--- config.mk ---
export PLATFORM = sky130hd
export DESIGN_NAME = sha256_sched_ctrl
export DESIGN_NICKNAME = d
export VERILOG_FILES = /design/src/rtl/sha256_sched_ctrl.sv
export SDC_FILE = /design/constraint.sdc
export NUM_CORES = 1
export LEC_CHECK = 0
export ABC_AREA = 1
export BUFFER_PORTS_ARGS = -buffer_cell sky130_fd_sc_hd__buf_2
export CAP_MARGIN = 20
export CORE_UTILIZATION = 35
export CTS_BUF_LIST = sky130_fd_sc_hd__clkbuf_8
export DETAILED_ROUTE_END_ITERATION = 10
export MAX_ROUTING_LAYER = met4
export PLACE_DENSITY = 0.72
export SLEW_MARGIN = 10
export SYNTH_ARGS = -nofsm -noshare
export SYNTH_HDL_FRONTEND = slang
export SYNTH_SLANG_ARGS = --single-unit
export TNS_END_PERCENT = 5
--- constraint.sdc ---
create_clock -name clk -period 1.6 [get_ports clk]
set_input_delay 0.4 -clock clk [delete_from_list [all_inputs] [get_ports clk]]
set_output_delay 0.4 -clock clk [all_outputs]
set_load 0.005 [all_outputs]
--- src/rtl/sha256_sched_ctrl.sv ---
// sha256_sched_ctrl
// -----------------------------------------------------------------------------
// Sequencing controller for a SHA-256 message scheduler. It loads the sixteen
// 32-bit words of one 512-bit block into the scheduler, then steps through
// rounds 0..63. For each round it waits a fixed number of cycles for the
// scheduler's Wt to settle, captures it and offers it to a consumer through a
// valid/ready handshake.
//
// Parameters
//   EXPAND_WAIT  settle cycles between round update and Wt capture, t >= 16 (1..15)
//   DIRECT_WAIT  settle cycles between round update and Wt capture, t <  16 (1..15)
//
// Ports
//   clk                    sole clock, rising edge
//   reset_n                synchronous active-low reset
//   abort                  (only with SHA256_SCHED_CTRL_ABORT_EN) drop the current block
//   start                  begin one block; only looked at while idle
//   msg_word_in/msg_valid  message word source; msg_ready high while loading
//   sched_start_new_block  high for the whole load phase
//   sched_write_enable     scheduler write strobe (msg_valid during load)
//   sched_word_addr        word index being written (0..15)
//   sched_word_in          message word pass-through to the scheduler
//   sched_round_t          round index presented to the scheduler
//   sched_wt               Wt returned by the scheduler
//   wt_out/wt_round        captured Wt and its round number
//   wt_valid/wt_ready      consumer handshake
//   busy                   controller not idle
//   done                   one-cycle pulse after round 63 is handed off
//
// Build option
//   SHA256_SCHED_CTRL_ABORT_EN  adds the abort input; without it every started
//                               block runs through to done.
// -----------------------------------------------------------------------------
module sha256_sched_ctrl #(
  parameter int unsigned EXPAND_WAIT = 5,
  parameter int unsigned DIRECT_WAIT = 1
) (
  input  logic        clk,
  input  logic        reset_n,
`ifdef SHA256_SCHED_CTRL_ABORT_EN
  input  logic        abort,
`endif
  input  logic        start,
  input  logic [31:0] msg_word_in,
  input  logic        msg_valid,
  output logic        msg_ready,
  output logic        sched_start_new_block,
  output logic        sched_write_enable,
  output logic [3:0]  sched_word_addr,
  output logic [31:0] sched_word_in,
  output logic [5:0]  sched_round_t,
  input  logic [31:0] sched_wt,
  output logic [31:0] wt_out,
  output logic [5:0]  wt_round,
  output logic        wt_valid,
  input  logic        wt_ready,
  output logic        busy,
  output logic        done
);

  typedef enum logic [2:0] {
    S_IDLE,
    S_LOAD,
    S_ROUND_WAIT,
    S_ROUND_OUT,
    S_DONE
  } state_t;

  // The wait counter is loaded with N-1 and the capture happens on the cycle
  // it reads zero, so ROUND_WAIT lasts exactly N cycles.
  localparam logic [3:0] DIRECT_RELOAD = 4'(DIRECT_WAIT - 1);
  localparam logic [3:0] EXPAND_RELOAD = 4'(EXPAND_WAIT - 1);

  state_t      state_reg,    state_next;
  logic [3:0]  load_cnt_reg, load_cnt_next;
  logic [5:0]  round_reg,    round_next;
  logic [3:0]  wait_cnt_reg, wait_cnt_next;
  logic [31:0] wt_out_reg,   wt_out_next;
  logic [5:0]  wt_round_reg, wt_round_next;
  logic        abort_hit;

`ifdef SHA256_SCHED_CTRL_ABORT_EN
  assign abort_hit = abort && (state_reg != S_IDLE);
`else
  assign abort_hit = 1'b0;
`endif

  always_ff @(posedge clk) begin
    if (!reset_n) begin
      state_reg    <= S_IDLE;
      load_cnt_reg <= 4'd0;
      round_reg    <= 6'd0;
      wait_cnt_reg <= 4'd0;
      wt_out_reg   <= 32'd0;
      wt_round_reg <= 6'd0;
    end else begin
      state_reg    <= state_next;
      load_cnt_reg <= load_cnt_next;
      round_reg    <= round_next;
      wait_cnt_reg <= wait_cnt_next;
      wt_out_reg   <= wt_out_next;
      wt_round_reg <= wt_round_next;
    end
  end

  always_comb begin
    state_next            = state_reg;
    load_cnt_next         = load_cnt_reg;
    round_next            = round_reg;
    wait_cnt_next         = wait_cnt_reg;
    wt_out_next           = wt_out_reg;
    wt_round_next         = wt_round_reg;
    msg_ready             = 1'b0;
    sched_start_new_block = 1'b0;
    sched_write_enable    = 1'b0;
    sched_word_addr       = 4'd0;
    sched_word_in         = 32'd0;
    sched_round_t         = 6'd0;
    wt_valid              = 1'b0;
    busy                  = (state_reg != S_IDLE);
    done                  = 1'b0;

    case (state_reg)
      S_IDLE: begin
        if (start) begin
          state_next    = S_LOAD;
          load_cnt_next = 4'd0;
        end
      end

      S_LOAD: begin
        msg_ready             = 1'b1;
        sched_start_new_block = 1'b1;
        sched_write_enable    = msg_valid;
        sched_word_addr       = load_cnt_reg;
        sched_word_in         = msg_word_in;
        if (msg_valid) begin
          if (load_cnt_reg == 4'd15) begin
            state_next    = S_ROUND_WAIT;
            load_cnt_next = 4'd0;
            round_next    = 6'd0;
            wait_cnt_next = DIRECT_RELOAD;
          end else begin
            load_cnt_next = load_cnt_reg + 4'd1;
          end
        end
      end

      S_ROUND_WAIT: begin
        sched_round_t = round_reg;
        if (wait_cnt_reg == 4'd0) begin
          state_next    = S_ROUND_OUT;
          wt_out_next   = sched_wt;
          wt_round_next = round_reg;
        end else begin
          wait_cnt_next = wait_cnt_reg - 4'd1;
        end
      end

      S_ROUND_OUT: begin
        sched_round_t = round_reg;
        wt_valid      = 1'b1;
        if (wt_ready) begin
          if (round_reg == 6'd63) begin
            state_next = S_DONE;
          end else begin
            state_next = S_ROUND_WAIT;
            round_next = round_reg + 6'd1;
            // The round being entered is round_reg+1, so the expansion wait
            // starts when leaving round 15.
            wait_cnt_next = (round_reg >= 6'd15) ? EXPAND_RELOAD : DIRECT_RELOAD;
          end
        end
      end

      S_DONE: begin
        done       = 1'b1;
        state_next = S_IDLE;
        round_next = 6'd0;
      end

      default: begin
        state_next = S_IDLE;
      end
    endcase

    // Abort returns everything to the reset picture without a done pulse.
    if (abort_hit) begin
      state_next    = S_IDLE;
      load_cnt_next = 4'd0;
      round_next    = 6'd0;
      wait_cnt_next = 4'd0;
      wt_out_next   = 32'd0;
      wt_round_next = 6'd0;
    end
  end

  assign wt_out   = wt_out_reg;
  assign wt_round = wt_round_reg;

endmodule

## Word level (Yosys, flattened, before mapping)

Cells that the tools add are included.

- Multiplexer cells: 30
- $add $sub $neg: 3
- Equality and inequality tests: 13
- Reduce and logical (&&, ||, !) cells: 12
- $lt $le $gt $ge: 1

Operators with widths:

| cell | count |
|---|---|
| 4-bit two-way mux | 9 |
| 32-bit two-way mux | 1 |
| 6-bit two-way mux | 5 |
| 3-bit two-way mux | 7 |
| 6-bit case mux with 3 select lines | 1 |
| 2-bit inequality test (second input constant) | 7 |
| 3-bit case mux with 4 select lines | 1 |
| 4-bit case mux with 3 select lines | 1 |
| 5-bit AND reduction | 2 |
| 3-bit nonzero test | 3 |
| 4-bit case mux with 2 select lines | 1 |
| 6-bit by 1-bit adder with 6-bit output (second input constant) | 1 |
| 3-bit by 2-bit equality test with 1-bit output (second input constant) | 2 |
| 6-bit equality test (second input constant) | 1 |
| 6-bit by 4-bit >= comparator with 1-bit output (second input constant) | 1 |
| 6-bit AND reduction | 1 |
| 4-bit by 1-bit adder with 4-bit output (second input constant) | 1 |
| 4-bit equality test (second input constant) | 1 |
| 4-bit zero test | 1 |
| 1-bit two-way mux | 4 |
| 4-bit by 1-bit subtractor with 4-bit output (second input constant) | 1 |
| 3-bit by 1-bit equality test with 1-bit output (second input constant) | 1 |
| 3-bit equality test (second input constant) | 1 |
| 3-bit zero test | 1 |
| other kinds (4) | 4 |

- Bits in registers: 55
- Word-level logic and storage cells: 65
- Input port bits: 69
- Output and inout port bits: 86

## Logic depth before layout (Yosys ltp)

Gate-level depths: netlist of run 1.

- Depth in word-level cells: 5
- Depth in mapped cells: 10
- Depth with buffers taken out: 10

## Least setup slack after synthesis of run 1

No wires, ideal clock.

- Kind: register -> output
- Start: register state_reg[0]
- End: output port sched_word_addr[1]
- Data arrival time: 1146 ps
- Required time: 1200 ps
- Setup slack: 54 ps
- Buffers on the path: 2
- Cell stages (with the launch flop): 7
- Cell sequence: dfxtp_1 > inv_2 > nor2_4 > nand2_4 > buf_2 > buf_2 > nor2_1

- Word-level cells in the longest chain between the ends: 2

Ends and longest elaborated chain:

| element | line | RTL |
|---|---|---|
| start, declared | 74 | `state_t state_reg, state_next;` |
| start signal, assigned | 97 | `state_reg <= state_next;` |
| 3-bit by 1-bit equality test with 1-bit output | 123 | `case (state_reg)` |
| 4-bit two-way mux | 123 |  |
| end, declared | 49 | `output logic [3:0] sched_word_addr,` |

Every way passes these cells.

## Worst setup path after layout of run 1

- Start: register state_reg[0]
- End: output port sched_word_in[22]

- Word-level cells in the longest chain between the ends: 2

Ends and longest elaborated chain:

| element | line | RTL |
|---|---|---|
| 3-bit by 1-bit equality test with 1-bit output | 123 |  |
| 32-bit two-way mux | 123 |  |
| end, declared | 50 | `output logic [31:0] sched_word_in,` |

Every way passes these cells.

==> summary.txt, run 1 <==
Critical path
  • Crit Path Max Fanout: 23
  • CP Capture Type: primary output
  • Critical R2R Capture: round_reg[4]
  • R2R depth: 9
  • CP Cell Sequence: inv_2, nor2_4, nand2_4, buf_12, nor2_1, buf_2
  • Slowest CP cell: dfxtp_2
  • R2R setup slack: ~90 ps
  • Critical Path AT: roughly 1300 ps
  • R2r startpoint: round_reg[0]
  • CP peak stage delay: around 350 ps
  • Nature of the critical path startpoint: flip-flop
  • WS Path Type: reg2out
  • Worst EP required: 1200 ps

Cells and area
  • Share of cells above drive strength 1: 36.87%
  • Max FFs per register: 32
  • # fillers: 799
  • Final std cells w/o fill: slightly below 700
  • N_diodes: 0
  • Area growth from synthesis to layout: 37.47%
  • Post-layout nets: 666

Synthesis
  • Register bit count reported by yosys: 55
  • Count leader, synth: nor2_1
  • Cell count after synthesis: 438
  • Cell Area, Synth: 2851 µm²
  • Async S/R FF share, synth: 0%
  • Post-Syn Nets: 511
  • Synth cell count leaders: nor2_1, inv_1, dfxtp_1
  • Register area share after synthesis: slightly below 40%
  • Synth Warn #: 0
  • Number of enable flip-flop cells after synthesis: 0
  • Synth top area share: between 30% and 40%
  • Mean Syn Cell Area: 6.510 µm²
  • Distinct cells, synth: 30
  • Synth area leaders: dfxtp_1, nor2_1, inv_1
  • Post-synth top area cell: dfxtp_1
  • Ys flop type: dfxtp_1

Clock tree
  • Inserted Clock Buffers: 5
  • Clock sinks: 55
  • CTS Buffer Depth: 2
  • CTS root buffer: clkbuf_8
  • TritonCTS clock tree: yes
  • Worst-Skew Late Latency: between 300 and 400 ps
  • Worst-path clk slew: 110 ps
  • # hold bufs at CTS: 0
  • H-Tree Depth: 2

Place
  • Detailed placement HPWL: 5.870 mm
  • Placed Cells: 684
  • PortBufs: 154
  • Gpl congestion: 0.8581

Timing
  • Fmax: approximately 600 MHz
  • Post-route minimum period: 1665 ps
  • Tightest hold margin: roughly 320 ps
  • Relative slew slack: 76.32%
  • Fin Setup TNS: -1932 ps
  • Unrepaired setup endpoints after global routing: true
  • Setup Skew: roughly 12 ps
  • Final-report max-slew violation count: 0
  • Final worst setup slack: -65.14 ps
  • Final Hold Vio Count: 0
  • Setup violators final: 39
  • Worst-margin pin slew: 355.2 ps
  • Post-route clock period utilization: 104.1%

Global route
  • First-pass GRT wire length: 11.75 mm
  • Overall Global Routing Usage: 17.51%
  • Initial antenna violation count: 0
  • Global route overflow: 0
  • Largest net degree at the start of global routing: 33
  • Vias in the first global route: approximately 2,700

Floorplanning
  • Initial core utilization: a little over a third
  • Die H: 92.26 µm
  • Core Area: around 7800 µm²
  • Io pins: ~160
  • Die width: 92.26 µm
  • Die footprint: 8512 µm²
  • Rows: 32

Run
  • MaxCap Viol Count: 0

Drt
  • Wirelength, routed: 7.492 mm
  • Final ANT Viol Nets: 0
  • Wire per inst: 10.76 µm
  • Routed vias/inst: roughly 4.5
  • DR pass1 iterations: 4
  • DRT iter0 DRCs: 79
  • Routed vias: 3,129
  • DRC viols: 0

Worst hold path
  • Hold EP: wt_out[11]
  • Worst Hold Launch: sched_wt[11]
  • Hold Crit Depth: 3
  • Hold Path Class: in2reg

Status
  • Status: complete, but fails checks
  • Failing checks: setup timing

Power and ir drop
  • Pleak: between 0.002 and 0.0025 µW
  • Worst vdd ir: 554.5 µV
  • PwrDens: 1659 nW/µm²
stage by stage:
stage                     setup WS [ps]  total power (µW)  utilization (%)  instance area, µm²
after floorplan                   53.57              4391                -                2851
after global placement            95.85              5486            47.96                3745
after detailed placement          41.79              5564            47.96                3745
after CTS                        -112.5              6487            49.76                3885
after global routing             -162.8              7141            50.21                3920
final                            -65.14              6505            50.21                3920
cell families (layout without fill, tap and decap cells):
kind of cell	count (synthesis)	in the layout	share of synthesized area, %
AND/OR/NAND/NOR	242	242	36.99
adder cells (fa/ha/maj)	4	4	1.755
buffers and inverters	83	239	12.51
flip-flops	55	55	38.61
AO/OA/AOI/OAI	54	54	10.14
power by group:
| part | leakage [µW] | switching [µW] | internal (µW) |
|---|---|---|---|
| logic | 0.00165 | 2050 | 1500 |
| registers | 0.000451 | 296 | 1860 |
| clock network | 0.0000461 | 478 | 317 |
area by class of cell:
class	count	area, µm²	area share, %
flip-flops and latches	55	1110	28.31
well taps	102	127.6	3.256
multi-input cells	300	1431	36.51
repair buffers	168	917.1	23.40
clock buffers	5	68.82	1.756
inverters	63	241.5	6.160
clock inverters	3	23.77	0.6064
worst max-delay path: cells and delay by family, from the launching register on:
kind	cells	cell delay, ps
buffers and inverters	3	320
DFF	1	350
and+or+nand+nor	3	290
cells in the final DEF (no fill, tap or decap):
cell | netlist | routed
nor2_2 | 2 | 10
inv_6 | 0 | 1
dfxtp_1 | 55 | 50
nor2_1 | 145 | 136
nand3_2 | 1 | 1
inv_8 | 0 | 1
o211ai_1 | 2 | 2
a21oi_1 | 9 | 9
or2_2 | 1 | 1
buf_12 | 0 | 3
nand4_1 | 5 | 5
buf_6 | 2 | 1
buf_2 | 7 | 154
nor3_1 | 3 | 3
inv_2 | 3 | 4
nand2_1 | 52 | 50
o21bai_1 | 1 | 1
inv_1 | 59 | 58
o21ai_0 | 38 | 38
nand2_4 | 3 | 3
clkinv_2 | 0 | 1
nor3b_1 | 1 | 1
dfxtp_2 | 0 | 4
clkbuf_8 | 0 | 5
nand2_2 | 6 | 8
nand3_1 | 17 | 17
o21ai_4 | 1 | 1
dfxtp_4 | 0 | 1
ha_2 | 0 | 2
nor2_4 | 5 | 6
buf_4 | 4 | 10
ha_1 | 4 | 2
o21ai_1 | 3 | 3
nor2_8 | 1 | 1
clkinvlp_4 | 0 | 1
worst max path at each step:
stage | start | end | slack [ps] | depth (start not counted)
final | state_reg[0] | sched_word_in[22] | -70 | 6
after global routing | state_reg[0] | sched_word_in[1] | -160 | 6
after CTS | state_reg[0] | sched_word_in[28] | -110 | 6
after detailed placement | wait_cnt_reg[0] | wt_out[21] | 40 | 9
after global placement | wait_cnt_reg[0] | wt_out[27] | 100 | 9
after floorplan | state_reg[0] | sched_word_addr[1] | 50 | 6
metal layers:
| layer | global-route usage, % | routed length (µm) |
|---|---|---|
| met3 | 3.151 | 369 |
| met1 | 17.84 | 3083 |
| met5 | - | 0 |
| met4 | 6.380 | 206 |
| met2 | 33.21 | 3832 |
what timing repair did:
item                                    in CTS  in global routing
endpoints found under the setup margin      48                 95
buffers inserted                             4                  0
pin swaps                                    3                  2
resized for setup                            8                 15
(Power assumes the default switching activity.)
==> run 2, diff against run 1 <==
==> constraint.sdc (replaced) <==
create_clock -name clk -period 1.6 [get_ports clk]
set_input_delay 0 -clock clk [delete_from_list [all_inputs] [get_ports clk]]
set_output_delay 0 -clock clk [all_outputs]
set_load 0.005 [all_outputs]
==> summary.txt, run 2 (synthesis gave the netlist of run 1 again) <==
Drt
  • DRC viols: 0 (unchanged)
  • Routed vias: 3,293 (+5.2%)
  • Routed vias/inst: 4.555 (+1.3%)
  • DR pass1 iterations: 4 (unchanged)
  • Final ANT Viol Nets: 0 (unchanged)
  • Wire per inst: 11.52 µm (+7.0%)
  • Wirelength, routed: 8.330 mm (+11%)
  • DRT iter0 DRCs: 100 (+27%)

Timing
  • Setup violators final: 0 (-100%)
  • Fmax: 653.4 MHz (+8.8%)
  • Relative slew slack: 78.31% (+2.0 points)
  • Unrepaired setup endpoints after global routing: true
  • Setup Skew: 7.081 ps (-4.965 ps)
  • Final worst setup slack: 69.64 ps (+134.8 ps)
  • Worst-margin pin slew: 325.3 ps (-29.93 ps)
  • Post-route minimum period: 1530 ps (-134.8 ps)
  • Post-route clock period utilization: 95.65% (-8.4 points)
  • Final Hold Vio Count: 0 (unchanged)
  • Final-report max-slew violation count: 0 (unchanged)

Power and ir drop
  • Clock power frac: 12.1% (about the same)
  • Reg power frac: 34.0% (+0.8 points)
  • Pleak: 0.002257 µW (+5.4%)
  • Sw frac: 44.26% (+0.91 points)
  • NetSw: 2851 µW (+1.1%)
  • Worst vdd ir: 541.7 µV (-2.3%)
  • Comb power frac: 53.8% (-0.8 points)
  • Power Total: 6441 µW (-0.97%)
  • PwrDens: 1546 nW/µm² (-6.8%)
  • Internal power: 3590 µW (-2.6%)

Clock tree
  • CTS Buffer Depth: 2 (unchanged)
  • Worst-Skew Late Latency: 320 ps (about the same)
  • CTS root buffer: clkbuf_8
  • Postcts setup bufs: 0 (-4)
  • Worst-path clk slew: 100 ps (about the same)
  • TritonCTS clock tree: yes
  • H-Tree Depth: 2 (unchanged)
  • Clock sinks: 55 (unchanged)
  • Inserted Clock Buffers: 5 (unchanged)

Place
  • Detailed placement HPWL: 6.018 mm (+2.5%)
  • PortBufs: 154 (unchanged)
  • Placed Cells: 683 (-0.15%)
  • Gpl congestion: 0.8311 (-3.1%)
  • Place WS: 19.62 ps (-22.16 ps)

Cells and area
  • Most frequent cells in the layout: buf_2, nor2_1, inv_1
  • # fillers: 757 (-5.3%)
  • Area growth from synthesis to layout: 46.07%
  • N_diodes: 0 (unchanged)
  • Reg area: 1107 µm² (-0.23%)
  • Max FFs per register: 32 (unchanged)
  • Post-layout nets: 693 (+4.1%)
  • Commonest non-fill, non-tap cell in the layout: buf_2
  • Final std cells w/o fill: 723 (+3.9%)
  • Area of the multi-input gates: 1409 µm² (-1.6%)
  • Share of cells above drive strength 1: 32.53% (-4.3 points)

Global route
  • Vias in the first global route: 2,997 (+9.8%)
  • Global route overflow: 0 (unchanged)
  • Overall Global Routing Usage: 19.47% (+2.0 points)
  • Largest net degree at the start of global routing: 33 (unchanged)
  • Initial antenna violation count: 0 (unchanged)
  • First-pass GRT wire length: 13.01 mm (+11%)

Floorplanning
  • Initial core utilization: 36.52% (unchanged)
  • Core Area: 7807 µm² (unchanged)
  • Die footprint: 8512 µm² (unchanged)
  • Die H: 92.26 µm (unchanged)
  • Io pins: 155 (unchanged)
  • Rows: 32 (unchanged)
  • Die width: 92.26 µm (unchanged)

Critical path
  • Slowest CP cell: dfxtp_2
  • CP peak stage delay: 370 ps (+20 ps)
  • Crit Path Max Fanout: 24 (+4.3%)
  • WS Path Type: reg2out
  • Critical Path AT: 1530 ps (+260 ps)
  • Worst EP required: 1600 ps (+400 ps)
  • CP Cell Sequence: buf_4, nor2_4, nand2_4, buf_8, nor2_1, buf_2
  • CP Capture Type: primary output
  • Nature of the critical path startpoint: flip-flop

Run
  • MaxCap Viol Count: 0 (unchanged)

Status
  • Status: complete, no violations

Worst hold path
  • Hold Path Class: in2reg
## run 2: timing repair
action | in CTS | in global routing
cloned | 0 | 0
gates resized for setup | 3 | 16
hold buffers | 32 | 0
endpoints found under the setup margin | 9 | 78
endpoints found under the hold margin | 32 | 0
## run 2: power by group through the flow
stage | combinational [µW] | sequential, µW | clock [µW]
after floorplan | 2220 | 2170 | 0
after global placement | 3190 | 2180 | 0
after detailed placement | 3280 | 2190 | 0
after CTS | 3370 | 2170 | 820
after global routing | 3910 | 2260 | 871
final | 3470 | 2190 | 782
## run 2: worst paths after layout
path / to / slack (ps) / from / depth (start not counted)
worst min register to register: wt_out[5] / 480 / wt_out[5] / 2
worst max register to register: round_reg[0] / 100 / round_reg[0] / 9
worst max-delay path: sched_word_in[28] / 70 / state_reg[2] / 6
worst min-delay path: wt_out[8] / 90 / reset_n / 3
## run 2: cell type report
type / count / area share, %
well taps: 102 / 3.064
flip-flops and latches: 55 / 26.58
clock inverters: 3 / 0.5407
clock buffers: 5 / 1.652
multi-input cells: 300 / 33.82
repair buffers: 195 / 28.48
inverters: 63 / 5.858
## run 2: metrics by stage
| step | hold slack [ps] | utilization [%] | setup TNS, ps | area (µm²) |
|---|---|---|---|---|
| 2_1_floorplan | 70.71 | - | 0 | 2851 |
| 3_3_place_gp | 249.0 | 47.55 | 0 | 3712 |
| 3_5_place_dp | 255.8 | 47.55 | 0 | 3712 |
| 4_1_cts | 79.24 | 52.92 | 0 | 4131 |
| 5_1_grt | 111.0 | 53.35 | -38.88 | 4165 |
| 6_report | 86.04 | 53.35 | 0 | 4165 |
## run 2: critical path: cells and delay by family (launching register included)
| kind | cells | cell delay [ps] |
|---|---|---|
| simple gates | 3 | 380 |
| buf+inv | 3 | 460 |
| flops | 1 | 370 |
## run 2: layer usage
metal / routed length [µm] / up-vias / share of wire (%) / GRT usage (%)
met2: 4344 / 107 / 52 / 36.57
li1: - / 1695 / - / -
met1: 3261 / 1458 / 39 / 19.28
met3: 399 / 33 / 4.8 / 3.234
met5: 0 / - / 0 / -
met4: 323 / 0 / 3.9 / 9.635
==> run 3, diff against run 2 <==
--- a/config.mk
+++ b/config.mk
@@ -7,7 +7,7 @@
 export LEC_CHECK = 0
 export ABC_AREA = 1
 export BUFFER_PORTS_ARGS = -buffer_cell sky130_fd_sc_hd__buf_2
-export CAP_MARGIN = 20
+export CAP_MARGIN = 0
 export CORE_UTILIZATION = 35
 export CTS_BUF_LIST = sky130_fd_sc_hd__clkbuf_8
 export DETAILED_ROUTE_END_ITERATION = 10
==> constraint.sdc (replaced) <==
create_clock -name clk -period 1.6 [get_ports clk]
set_input_delay 0.24 -clock clk [delete_from_list [all_inputs] [get_ports clk]]
set_output_delay 0.24 -clock clk [all_outputs]
set_load 0.005 [all_outputs]
==> summary.txt, run 3 (synthesis gave the netlist of run 1 again) <==
Place
  • Detailed placement HPWL: 6.011 mm (-0.11%)
  • Gpl congestion: 0.8207 (-1.3%)
  • Place WS: 57.11 ps (+37.48 ps)
  • PortBufs: 154 (unchanged)

Floorplanning
  • Core Area: 7807 µm² (unchanged)
  • Die width: 92.26 µm (unchanged)
  • Initial core utilization: 36.52% (unchanged)
  • Io pins: 155 (unchanged)
  • Die H: 92.26 µm (unchanged)
  • Rows: 32 (unchanged)
  • Die footprint: 8512 µm² (unchanged)

Timing
  • Fin Setup TNS: 0 ps (unchanged)
  • Worst-margin pin slew: 391.9 ps (+66.61 ps)
  • Final worst setup slack: 44.89 ps (-24.76 ps)
  • Relative slew slack: 73.87% (-4.4 points)
  • Unrepaired setup endpoints after global routing: true
  • Post-route minimum period: 1555 ps (+24.76 ps)
  • Fmax: 643.0 MHz (-1.6%)
  • Setup violators final: 0 (unchanged)
  • Final Hold Vio Count: 0 (unchanged)
  • Post-route clock period utilization: 97.19% (+1.5 points)
  • Setup Skew: 11.65 ps (+4.565 ps)
  • Final-report max-slew violation count: 0 (unchanged)

Global route
  • Initial antenna violation count: 0 (unchanged)
  • First-pass GRT wire length: 12.45 mm (-4.2%)
  • Global route overflow: 0 (unchanged)
  • Largest net degree at the start of global routing: 33 (unchanged)
  • Overall Global Routing Usage: 18.19% (-1.3 points)
  • Vias in the first global route: 2,885 (-3.7%)

Cells and area
  • Area growth from synthesis to layout: 36.81%
  • Most frequent cells in the layout: buf_2, nor2_1, inv_1
  • Commonest non-fill, non-tap cell in the layout: buf_2
  • # fillers: 792 (+4.6%)
  • Max FFs per register: 32 (unchanged)
  • Post-layout nets: 661 (-4.6%)
  • Share of cells above drive strength 1: 36.50% (+4.0 points)
  • N_diodes: 0 (unchanged)

Drt
  • Wire per inst: 11.12 µm (-3.5%)
  • Wirelength, routed: 7.685 mm (-7.7%)
  • DRC viols: 0 (unchanged)
  • DRT iter0 DRCs: 76 (-24%)
  • Routed vias/inst: 4.572 (+0.37%)
  • Routed vias: 3,159 (-4.1%)
  • DR pass1 iterations: 4 (unchanged)
  • Final ANT Viol Nets: 0 (unchanged)

Critical path
  • CP Capture Type: primary output
  • WS Path Type: reg2out
  • Worst EP required: 1360 ps (-240 ps)
  • Worst setup path startpoint: state_reg[2]
  • Critical Path AT: 1320 ps (-210 ps)
  • R2r startpoint: state_reg[2]
  • Crit Path Max Fanout: 25 (+4.2%)
  • Nature of the critical path startpoint: flip-flop

Power and ir drop
  • Comb power frac: 54.1% (+0.3 points)
  • PwrDens: 1649 nW/µm² (+6.6%)
  • Internal power: 3612 µW (+0.60%)
  • NetSw: 2821 µW (-1.0%)
  • Power Total: 6433 µW (-0.12%)
  • Sw frac: 43.86% (-0.40 points)
  • Reg power frac: 33.7% (-0.3 points)
  • Pleak: 0.002124 µW (-5.9%)
  • Worst vdd ir: 602.6 µV (+11%)
  • Clock power frac: 12.2% (about the same)

Run
  • MaxCap Viol Count: 0 (unchanged)

Clock tree
  • Worst-Skew Late Latency: 300 ps (-20 ps)
  • H-Tree Depth: 2 (unchanged)
  • CTS Buffer Depth: 2 (unchanged)
  • # hold bufs at CTS: 0 (-100%)
  • Worst-path clk slew: 110 ps (about the same)
  • CTS root buffer: clkbuf_8
  • Clock sinks: 55 (unchanged)
  • TritonCTS clock tree: yes
  • Inserted Clock Buffers: 5 (unchanged)

Worst hold path
  • Worst Hold Launch: sched_wt[2]
  • Hold Path Class: in2reg

Status
  • Status: complete, no violations
==> run 3: cell types whose count changed in the layout (fill, tap and decap cells not counted), moves of 2 or more <==
cell and delta:
o21ai_1 +5, nor2_2 +11, ha_1 -2, dlygate4sd3_1 -32, nor2_1 -10, o21ai_0 -5
dfxtp_4 +2, ha_2 +2, buf_12 +3
==> run 3: per-layer routing <==
layer / vias to the layer above / wire length [µm] / global-route usage, % / part of all wire [%]
li1: 1630 / - / - / -
met1: 1409 / 3127 / 19.28 / 41
met2: 104 / 3995 / 33.89 / 52
met3: 16 / 392 / 3.151 / 5.1
met4: 0 / 170 / 6.120 / 2.2
met5: - / 0 / - / 0
==> run 3: worst paths after layout <==
path | slack [ps] | end | cells past startpoint
max | 40 | sched_word_in[3] | 5
min | 170 | wt_out[2] | 3
max reg2reg | 120 | load_cnt_reg[1] | 9
min reg2reg | 480 | wt_out[23] | 2
==> run 3: critical path: stages (launching register included) <==
cell	delay (ps)
dfxtp_4	380
nor2_4	150
nand2_4	100
buf_12	170
nor2_1	80
buf_2	130
==> run 3: metrics by stage <==
| step | cell area [µm²] | hold slack (ps) | std cells | util, % |
|---|---|---|---|---|
| final | 3901 | 166.0 | 691 | 49.97 |
| after global routing | 3901 | 179.6 | 691 | 49.97 |
| after CTS | 3845 | 177.0 | 691 | 49.25 |
| after global placement | 3750 | 458.0 | 683 | 48.03 |
| after floorplan | 2851 | 403.6 | 438 | - |
| after detailed placement | 3750 | 466.2 | 683 | 48.03 |
==> run 3: cell type report <==
cell class                      count  area, µm²  share of cell area [%]
Sequential cell                    55       1114                   28.54
Clock inverter                      3      23.77                  0.6094
Timing Repair Buffer              163      892.1                   22.87
Multi-Input combinational cell    300       1434                   36.75
Clock buffer                        5      68.82                   1.764
Tap cell                          102      127.6                   3.271
Inverter                           63      241.5                   6.190
==> run 3: repair_timing <==
action                                  4_1_cts  5_1_grt
pin swaps                                     0        1
gates resized for setup                       2       32
endpoints found under the setup margin       37       83
buffers inserted                              0        0
==> run 3: power by group through the flow <==
| stage | Clock (µW) | Combinational [µW] | Sequential [µW] |
|---|---|---|---|
| final | 787 | 3480 | 2170 |
| after global routing | 870 | 3950 | 2230 |
| after CTS | 801 | 3410 | 2150 |
| after detailed placement | 0 | 3400 | 2180 |
| after global placement | 0 | 3330 | 2160 |
| after floorplan | 0 | 2220 | 2170 |
